<file path="src/rtl/decoder_pkg.sv">
// Shared types and limits for the N-to-2**N decoder with optional scan mode.
package decoder_pkg;

  typedef enum logic [1:0] {
    IDLE = 2'd0,
    HOLD = 2'd1,
    SCAN = 2'd2
  } state_t;

  localparam logic MODE_DIRECT = 1'b0;
  localparam logic MODE_SCAN   = 1'b1;

  localparam int N_MIN     = 1;
  localparam int N_MAX     = 6;
  localparam int DWELL_MIN = 1;
  localparam int DWELL_MAX = 255;

  localparam int DWELL_W = $clog2(DWELL_MAX + 1);

endpackage

</file>
<file path="src/rtl/decoder_scan_ctr.sv">
// Scan index and dwell counters; exposes the index the output will show next cycle.
module decoder_scan_ctr
  import decoder_pkg::*;
#(
  parameter int N     = 2,
  parameter int DWELL = 4
)
(
  input  logic         clk,
  input  logic         rst_n,
  input  logic         i_load,
  input  logic         i_step,
  output logic [N-1:0] o_idx_nxt
);

  localparam logic [DWELL_W-1:0] DWELL_LAST = DWELL_W'(DWELL - 1);

  logic [N-1:0]       r_idx;
  logic [N-1:0]       w_idx_nxt;
  logic [DWELL_W-1:0] r_dwell;
  logic [DWELL_W-1:0] w_dwell_nxt;

  // Index is exactly N bits, so 2**N-1 + 1 wraps to 0 on its own.
  always_comb begin
    w_idx_nxt   = r_idx;
    w_dwell_nxt = r_dwell;
    if (i_load) begin
      w_idx_nxt   = '0;
      w_dwell_nxt = '0;
    end else if (i_step) begin
      if (r_dwell == DWELL_LAST) begin
        w_dwell_nxt = '0;
        w_idx_nxt   = r_idx + 1'b1;
      end else begin
        w_dwell_nxt = r_dwell + 1'b1;
      end
    end
  end

  always_ff @(posedge clk or negedge rst_n) begin
    if (!rst_n) begin
      r_idx   <= '0;
      r_dwell <= '0;
    end else begin
      r_idx   <= w_idx_nxt;
      r_dwell <= w_dwell_nxt;
    end
  end

  assign o_idx_nxt = w_idx_nxt;

endmodule

</file>
<file path="src/rtl/decoder_nx2n_scan.sv">
// Registered N-to-2**N one-hot decoder with valid/ready handshake.
// Scan mode (cycling through all codes) is built only with DECODER_SCAN_EN.
module decoder_nx2n_scan
  import decoder_pkg::*;
#(
  parameter int N     = 2,
  parameter int DWELL = 4
)
(
  input  logic             clk,
  input  logic             rst_n,
  input  logic             en,
  input  logic             mode,
  input  logic [N-1:0]     w,
  input  logic             in_valid,
  output logic             in_ready,
  output logic [0:2**N-1]  y,
  output logic             out_valid,
  input  logic             out_ready
);

  localparam int W = 2**N;

  state_t         r_state;
  state_t         w_state_nxt;
  logic [0:W-1]   r_y;
  logic [0:W-1]   w_y_nxt;
  logic           w_mode;
  logic           w_xfer;
  logic [N-1:0]   w_scan_idx_nxt;

  function automatic logic [0:W-1] onehot(input logic [N-1:0] v);
    logic [0:W-1] r;
    r    = '0;
    r[v] = 1'b1;
    return r;
  endfunction

`ifdef DECODER_SCAN_EN
  logic w_scan_load;
  logic w_scan_step;

  assign w_mode      = mode;
  assign w_scan_load = (r_state == IDLE) && (w_state_nxt == SCAN);
  assign w_scan_step = (r_state == SCAN) && out_ready;

  decoder_scan_ctr #(
    .N     (N),
    .DWELL (DWELL)
  ) u_scan_ctr (
    .clk       (clk),
    .rst_n     (rst_n),
    .i_load    (w_scan_load),
    .i_step    (w_scan_step),
    .o_idx_nxt (w_scan_idx_nxt)
  );
`else
  logic w_mode_unused;

  assign w_mode         = MODE_DIRECT;
  assign w_mode_unused  = mode;
  assign w_scan_idx_nxt = '0;
`endif

  // Gated by rst_n so the handshake is closed while reset is held.
  assign in_ready = rst_n & en & (w_mode == MODE_DIRECT) &
                    ((r_state == IDLE) | ((r_state == HOLD) & out_ready));
  assign w_xfer   = in_valid & in_ready;

  always_comb begin
    w_state_nxt = r_state;
    w_y_nxt     = r_y;
    case (r_state)
      IDLE: begin
        if (w_xfer) begin
          w_state_nxt = HOLD;
          w_y_nxt     = onehot(w);
        end else if (en && (w_mode == MODE_SCAN)) begin
          w_state_nxt = SCAN;
          w_y_nxt     = onehot('0);
        end
      end
      HOLD: begin
        if (out_ready) begin
          if (w_xfer) begin
            w_y_nxt = onehot(w);
          end else begin
            w_state_nxt = IDLE;
            w_y_nxt     = '0;
          end
        end
      end
      SCAN: begin
        if (!en || (w_mode == MODE_DIRECT)) begin
          w_state_nxt = IDLE;
          w_y_nxt     = '0;
        end else begin
          w_y_nxt = onehot(w_scan_idx_nxt);
        end
      end
      default: begin
        w_state_nxt = IDLE;
        w_y_nxt     = '0;
      end
    endcase
  end

  always_ff @(posedge clk or negedge rst_n) begin
    if (!rst_n) begin
      r_state <= IDLE;
      r_y     <= '0;
    end else begin
      r_state <= w_state_nxt;
      r_y     <= w_y_nxt;
    end
  end

  assign y         = r_y;
  assign out_valid = (r_state == HOLD) || (r_state == SCAN);

endmodule

</file>
<file path="config.mk">
export PLATFORM = sky130hd
export DESIGN_NAME = decoder_nx2n_scan
export DESIGN_NICKNAME = d
export VERILOG_FILES = /design/src/rtl/decoder_pkg.sv /design/src/rtl/decoder_scan_ctr.sv /design/src/rtl/decoder_nx2n_scan.sv
export SDC_FILE = /design/constraint.sdc
export NUM_CORES = 1
export LEC_CHECK = 0
export CORE_AREA = 2 2 39 41
export CTS_CLUSTER_DIAMETER = 60
export DETAILED_ROUTE_END_ITERATION = 6
export DIE_AREA = 0 0 41 43
export PLACE_DENSITY = 0.44
export SYNTH_ARGS = -nofsm -noshare
export SYNTH_HDL_FRONTEND = slang
export SYNTH_HIERARCHICAL = 1
export SYNTH_SLANG_ARGS = --single-unit
</file>
<file path="constraint.sdc">
create_clock -name clk -period 1.77 [get_ports clk]
set_input_delay 0.531 -clock clk [delete_from_list [all_inputs] [get_ports clk]]
set_output_delay 0.531 -clock clk [all_outputs]
set_load 0.01 [all_outputs]
</file>
==> flow_metrics.py, run 1 <==
metrics = {
    "die": {
        "core-area_um2": 1380,
        "die_w_um": 41,
        "num_rows": 14,
        "ios": 14,
        "initial_core_util": 0.164,
        "fp.dieH_um": 43,
        "die_area_um2": 1760,
    },
    "global_routing": {
        "grt_pass1_wl_mm": 1.06,
        "grt_pass1_vias": 253,
        "grt_max_degree": 8,
        "track_usage": 0.0927,
        "grt_overflow": 0,
        "antenna_found_initial": 0,
    },
    "worst_setup_path": {
        "startpoint": "out_ready",
        "endpoint": "in_ready",
        "start_kind": "input port",
        "rr_worst_depth": 6,
        "r2r_start": "r_state[0]$_DFFE_PN0P_",
        "required_ns": 1.24,
        "crit_arrival_ns": 1.18,
        "cp_max_fo": 2,
        "crit_type": "input port to primary output",
        "cp-end-kind": "primary output",
        "reg2reg_slack_ns": 0.52,
        "timing.rr.end": "y[2]$_DFFE_PN0P_",
    },
    "detailed_routing": {
        "drc": 0,
        "via_count": 228,
        "wl_met1_um": 304,
        "dr.max_layer_used": "met3",
        "drt_wl_total_um": 596,
        "wl_met3_um": 58,
        "drtAntennaViolNets": 0,
        "first_pass_iters": 2,
        "via_per_inst": 4.07,
        "avgRoutedWirePerCell_um": 10.6,
        "drt_iter0_drc": 1,
        "wl_met2_um": 234,
    },
    "synthesis": {
        "synthCells": 18,
        "synth_seq_cells": 5,
        "syn_nets": 26,
        "yosysTopAreaCell": "dfrtp_1",
        "synthesis.area_um2": 226,
        "synth_cell_types": 11,
        "avgSynthCellArea_um2": 12.6,
        "yosys_warnings": 6,
        "yosysSeqAreaShare": 0.552,
        "synth.area.top_cells": "dfrtp_1 (55%), a22o_1 (7.7%), o2bb2ai_1 (7.7%), nand2b_4 (6.1%), nor3b_2 (5.5%)",
        "synth_top_area_share": 0.552,
    },
    "power": {
        "seqPwrFrac": 0.386,
        "pwr-share-comb": 0.228,
        "peakVddDrop_mv": 0.274,
        "leakagePower_uw": 0.000223,
        "p_sw_frac": 0.233,
        "power_switching_uw": 77.8,
        "clkPwrFrac": 0.386,
        "p_per_area_nw_per_um2": 757,
        "internal-power_uw": 256,
    },
    "clocking": {
        "hold_buffers": 0,
        "htreeDepth": 1,
        "clock-root-buffer": "clkbuf_4",
        "cts_tree": "done",
        "path_clk_slew_ns": 0.04,
        "cts.sinks": 5,
        "clockBufferDepth": 2,
        "clk_latency_ns": 0.24,
        "numCtsBuffers": 3,
    },
    "placed_design": {
        "io_buffer_count": 12,
        "placed_cell_area_um2": 397,
        "dp_cells": 50,
        "gp_congestion": 0.611,
    },
    "min_path": {
        "hold_class": "input port to asynchronous set/reset pin",
    },
    "flow_run": {
        "cap_violations": 0,
    },
    "final_layout": {
        "syn_to_final_growth_pct": 95.0,
        "final_common_cell": "clkdlybuf4s50_1",
        "drive_gt1_frac": 0.350,
        "fin_cells": 56,
        "nets": 49,
        "diodes": 0,
        "mostFrequentLayoutCells": "clkdlybuf4s50_1 (7), buf_4 (6), dfrtp_1 (5)",
        "fin_area_um2": 442,
    },
    "timing": {
        "slew_headroom": 0.858,
        "skew_ns": 0.00353,
        "setup_viol": 0,
        "slew_viol_final": 0,
        "rsz0062_at_grt": "false",
        "fin_tns_setup_ns": 0,
        "period_needed_ns": 1.71,
        "whs_ns": 0.333,
        "hold_viol": 0,
        "timing.final.crit_share": 0.965,
        "tightest_slew_ns": 0.213,
        "max_freq_ghz": 0.585,
    },
    "outcome": {
        "status": "finished, final reports clean",
    },
}
==> layout make-up <==
| class | count | area [µm²] |
|---|---|---|
| clock buffers | 4 | 26.3 |
| multi-input cells | 12 | 101 |
| fillers | 148 | 942 |
| flip-flops and latches | 5 | 125 |
| inverters | 1 | 3.75 |
| repair buffers | 18 | 165 |
| well taps | 16 | 20.0 |
==> power groups by stage <==
stage          Sequential (µW)  Combinational, µW  Clock, µW
6_report                   129               76.2        129
5_1_grt                    130               82.5        146
4_1_cts                    129               77.7        137
3_5_place_dp               131               72.8          0
3_3_place_gp               131               72.9          0
2_1_floorplan              136               18.8          0
==> per-layer routing <==
metal / vias to the layer above / GRT usage
met5: - / 0
met4: 0 / 0.0600
met3: 0 / 0.0314
met2: 13 / 0.116
met1: 104 / 0.130
li1: 111 / -
==> critical path: stages <==
cell and delay [ns]:
dlygate4sd2_1 0.23, nand2b_4 0.13, and3_4 0.17, buf_6 0.11
==> sequential cells by signal (all words and copies together), names as in the netlist <==
| register | cells |
|---|---|
| y | 4 |
| r_state | 1 |
==> logic make-up after synthesis <==
kind of cell    share of synthesized area
flops                               0.552
compound gates                      0.193
buf+inv                            0.0166
simple gates                        0.238
==> through the flow <==
step,util,total power (µW),setup slack (ns)
6_report,0.319,334,0.0612
5_1_grt,0.319,358,0.0462
4_1_cts,0.317,344,0.0164
3_5_place_dp,0.287,204,-0.556
3_3_place_gp,0.287,204,-0.555
2_1_floorplan,-,155,0.345
==> how the worst min path moves through the flow <==
stage                     startpoint                      to  slack [ns]
detailed placement  y[1]$_DFFE_PN0P_        y[1]$_DFFE_PN0P_        0.48
global route                   rst_n  r_state[0]$_DFFE_PN0P_        0.34
finish                         rst_n        y[0]$_DFFE_PN0P_        0.33
CTS                            rst_n        y[2]$_DFFE_PN0P_        0.33
global placement    y[1]$_DFFE_PN0P_        y[1]$_DFFE_PN0P_        0.48
floorplan                      rst_n  r_state[0]$_DFFE_PN0P_        0.24
==> timing repair <==
action | CTS | global route
setup buffers | 2 | 0
setup endpoints to repair | 2 | 1
gates resized for setup | 9 | 1
endpoints found under the hold margin | 0 | 0
==> cell usage after synthesis <==
| cell | n |
|---|---|
| dfrtp_1 | 5 |
| o2bb2ai_1 | 2 |
| and3_2 | 1 |
| nor3b_2 | 1 |
| a22o_1 | 2 |
| inv_1 | 1 |
| nand2_1 | 1 |
| o21ai_2 | 1 |
| nand3_1 | 2 |
| nand2b_4 | 1 |
| and3_1 | 1 |
Note: power is estimated with default switching activity, not from simulation.
==> inputs of run 2 (changes only) <==
PLACE_DENSITY = 0.46   (was 0.44)
clock period = 1.48 ns   (was 1.77 ns; I/O delays follow)
==> run 2 against run 1 <==
Power is 18% higher; the run now ends with negative setup slack left; core utilization is 0.54 points lower; largest cell class unchanged; clock power up 20%; setup slack got worse by 0.10 ns; clock skew decreased by 0.0010 ns; register-to-register slack lost 0.44 ns; count of clock-buffer cells in the layout did not move; critical path depth is the same; flip-flop and latch count stayed put; worst hold slack got worse by 0.071 ns; global-route usage is 0.50 points lower; highest routed layer unchanged.
==> flow_metrics.py, run 2 (synthesis results as in run 1) <==
metrics = {
    "timing": {
        "slew_headroom": 0.868,
        "period_needed_ns": 1.52,
        "timing.final.crit_share": 1.03,
        "hold_viol": 0,
        "rsz0062_at_grt": "true",
        "slew_viol_final": 0,
        "skew_ns": 0.00250,
        "setup_viol": 1,
        "whs_ns": 0.262,
        "setup_slack_ns": -0.0436,
        "max_freq_ghz": 0.656,
        "tightest_slew_ns": 0.198,
    },
    "clocking": {
        "hold_buffers": 0,
        "cts_tree": "done",
        "clockBufferDepth": 2,
        "path_clk_slew_ns": 0.04,
        "clk_latency_ns": 0.24,
        "clock-root-buffer": "clkbuf_4",
        "cts.sinks": 5,
        "numCtsBuffers": 3,
        "htreeDepth": 1,
    },
    "worst_setup_path": {
        "required_ns": 1.04,
        "r2r_start": "r_state[0]$_DFFE_PN0P_",
        "crit_arrival_ns": 1.08,
        "crit_chain": "buf_6 > nand2b_4 > and3_4 > buf_6",
        "rr_worst_depth": 7,
        "start_kind": "register",
        "crit_type": "register to primary output",
        "reg2reg_slack_ns": 0.08,
        "crit_path_frequent_cell": "buf_6",
        "cpPeakStageDelay_ns": 0.39,
        "cp_max_fo": 2,
        "slowest_stage": "dfrtp_1",
        "cp-end-kind": "primary output",
        "timing.rr.end": "y[0]$_DFFE_PN0P_",
    },
    "global_routing": {
        "grt_pass1_wl_mm": 1.03,
        "grt_overflow": 0,
        "track_usage": 0.0877,
        "grt_pass1_vias": 263,
        "grt_max_degree": 8,
        "antenna_found_initial": 0,
    },
    "detailed_routing": {
        "drtAntennaViolNets": 0,
        "drc": 0,
        "first_pass_iters": 3,
        "via_count": 234,
        "via_per_inst": 4.18,
        "avgRoutedWirePerCell_um": 11.3,
        "drt_iter0_drc": 3,
        "drt_wl_total_um": 631,
    },
    "outcome": {
        "violations": "negative setup slack",
        "status": "finished, violations left",
    },
    "power": {
        "p_per_area_nw_per_um2": 911,
        "leakagePower_uw": 0.000225,
        "peakVddDrop_mv": 0.356,
        "p_total_uw": 395,
    },
    "die": {
        "die_w_um": 41,
        "core-area_um2": 1380,
        "die_area_um2": 1760,
        "num_rows": 14,
        "fp.dieH_um": 43,
        "ios": 14,
        "initial_core_util": 0.164,
    },
    "placed_design": {
        "dp_cells": 49,
        "dp_hpwl_um": 464,
        "io_buffer_count": 12,
        "gp_congestion": 0.619,
    },
    "final_layout": {
        "drive_gt1_frac": 0.375,
        "diodes": 0,
        "largest_register_ffs": 4,
        "nets": 49,
        "syn_to_final_growth_pct": 91.7,
        "final_common_cell": "dlygate4sd2_1",
        "mostFrequentLayoutCells": "dlygate4sd2_1 (6), buf_4 (5), dfrtp_1 (5)",
        "fin_cells": 56,
    },
    "min_path": {
        "hold_class": "input port to asynchronous set/reset pin",
    },
    "flow_run": {
        "cap_violations": 0,
    },
}
run 2: routing by layer:
layer,vias to the layer above,GRT usage,part of all wire
met4,0,0.0400,0
met1,109,0.121,0.47
met2,13,0.119,0.40
met5,-,0,0
met3,0,0.0314,0.13
li1,112,-,-
run 2: cell type report:
type                            instances  area (µm²)
Sequential cell                         5         125
Tap cell                               16        20.0
Timing Repair Buffer                   18         158
Inverter                                1        3.75
Clock buffer                            4        26.3
Multi-Input combinational cell         12         101
Fill cell                             147         950
run 2: how the worst max path moves through the flow:
| stage | startpoint | endpoint | slack (ns) | cells past startpoint |
|---|---|---|---|---|
| floorplan | out_ready | in_ready | 0.23 | 2 |
| global placement | out_ready | in_ready | -0.67 | 4 |
| detailed placement | out_ready | in_ready | -0.68 | 4 |
| CTS | r_state[0]$_DFFE_PN0P_ | in_ready | -0.04 | 4 |
| global route | r_state[0]$_DFFE_PN0P_ | in_ready | -0.09 | 4 |
| finish | r_state[0]$_DFFE_PN0P_ | in_ready | -0.04 | 4 |
run 2: per-stage QoR:
step	worst slack (ns)	utilization	setup TNS, ns	instance area [µm²]
6_report	-0.0436	0.314	-0.0436	434
5_1_grt	-0.0879	0.314	-0.0879	434
4_1_cts	-0.0372	0.311	-0.0448	430
3_5_place_dp	-0.683	0.281	-1.47	389
3_3_place_gp	-0.668	0.281	-1.34	389
2_1_floorplan	0.229	-	0	226
run 2: repair_timing:
action	4_1_cts	5_1_grt
buffers inserted	2	1
gates resized for setup	16	2
endpoints found under the setup margin	6	2
hold endpoints to repair	0	0
run 2: power breakdown:
group / internal, µW / leakage (µW) / switching, µW / total, µW
Clock: 102 / 0.0000150 / 53.5 / 155
Combinational: 51.0 / 0.000143 / 35.1 / 86.1
Sequential: 148 / 0.0000673 / 6.19 / 154
run 2: worst max-delay path: cells and delay by family, from the launching register on:
kind	cells	cell delay, ns
and+or+nand+nor	2	0.23
DFF	1	0.39
buffers and inverters	2	0.22
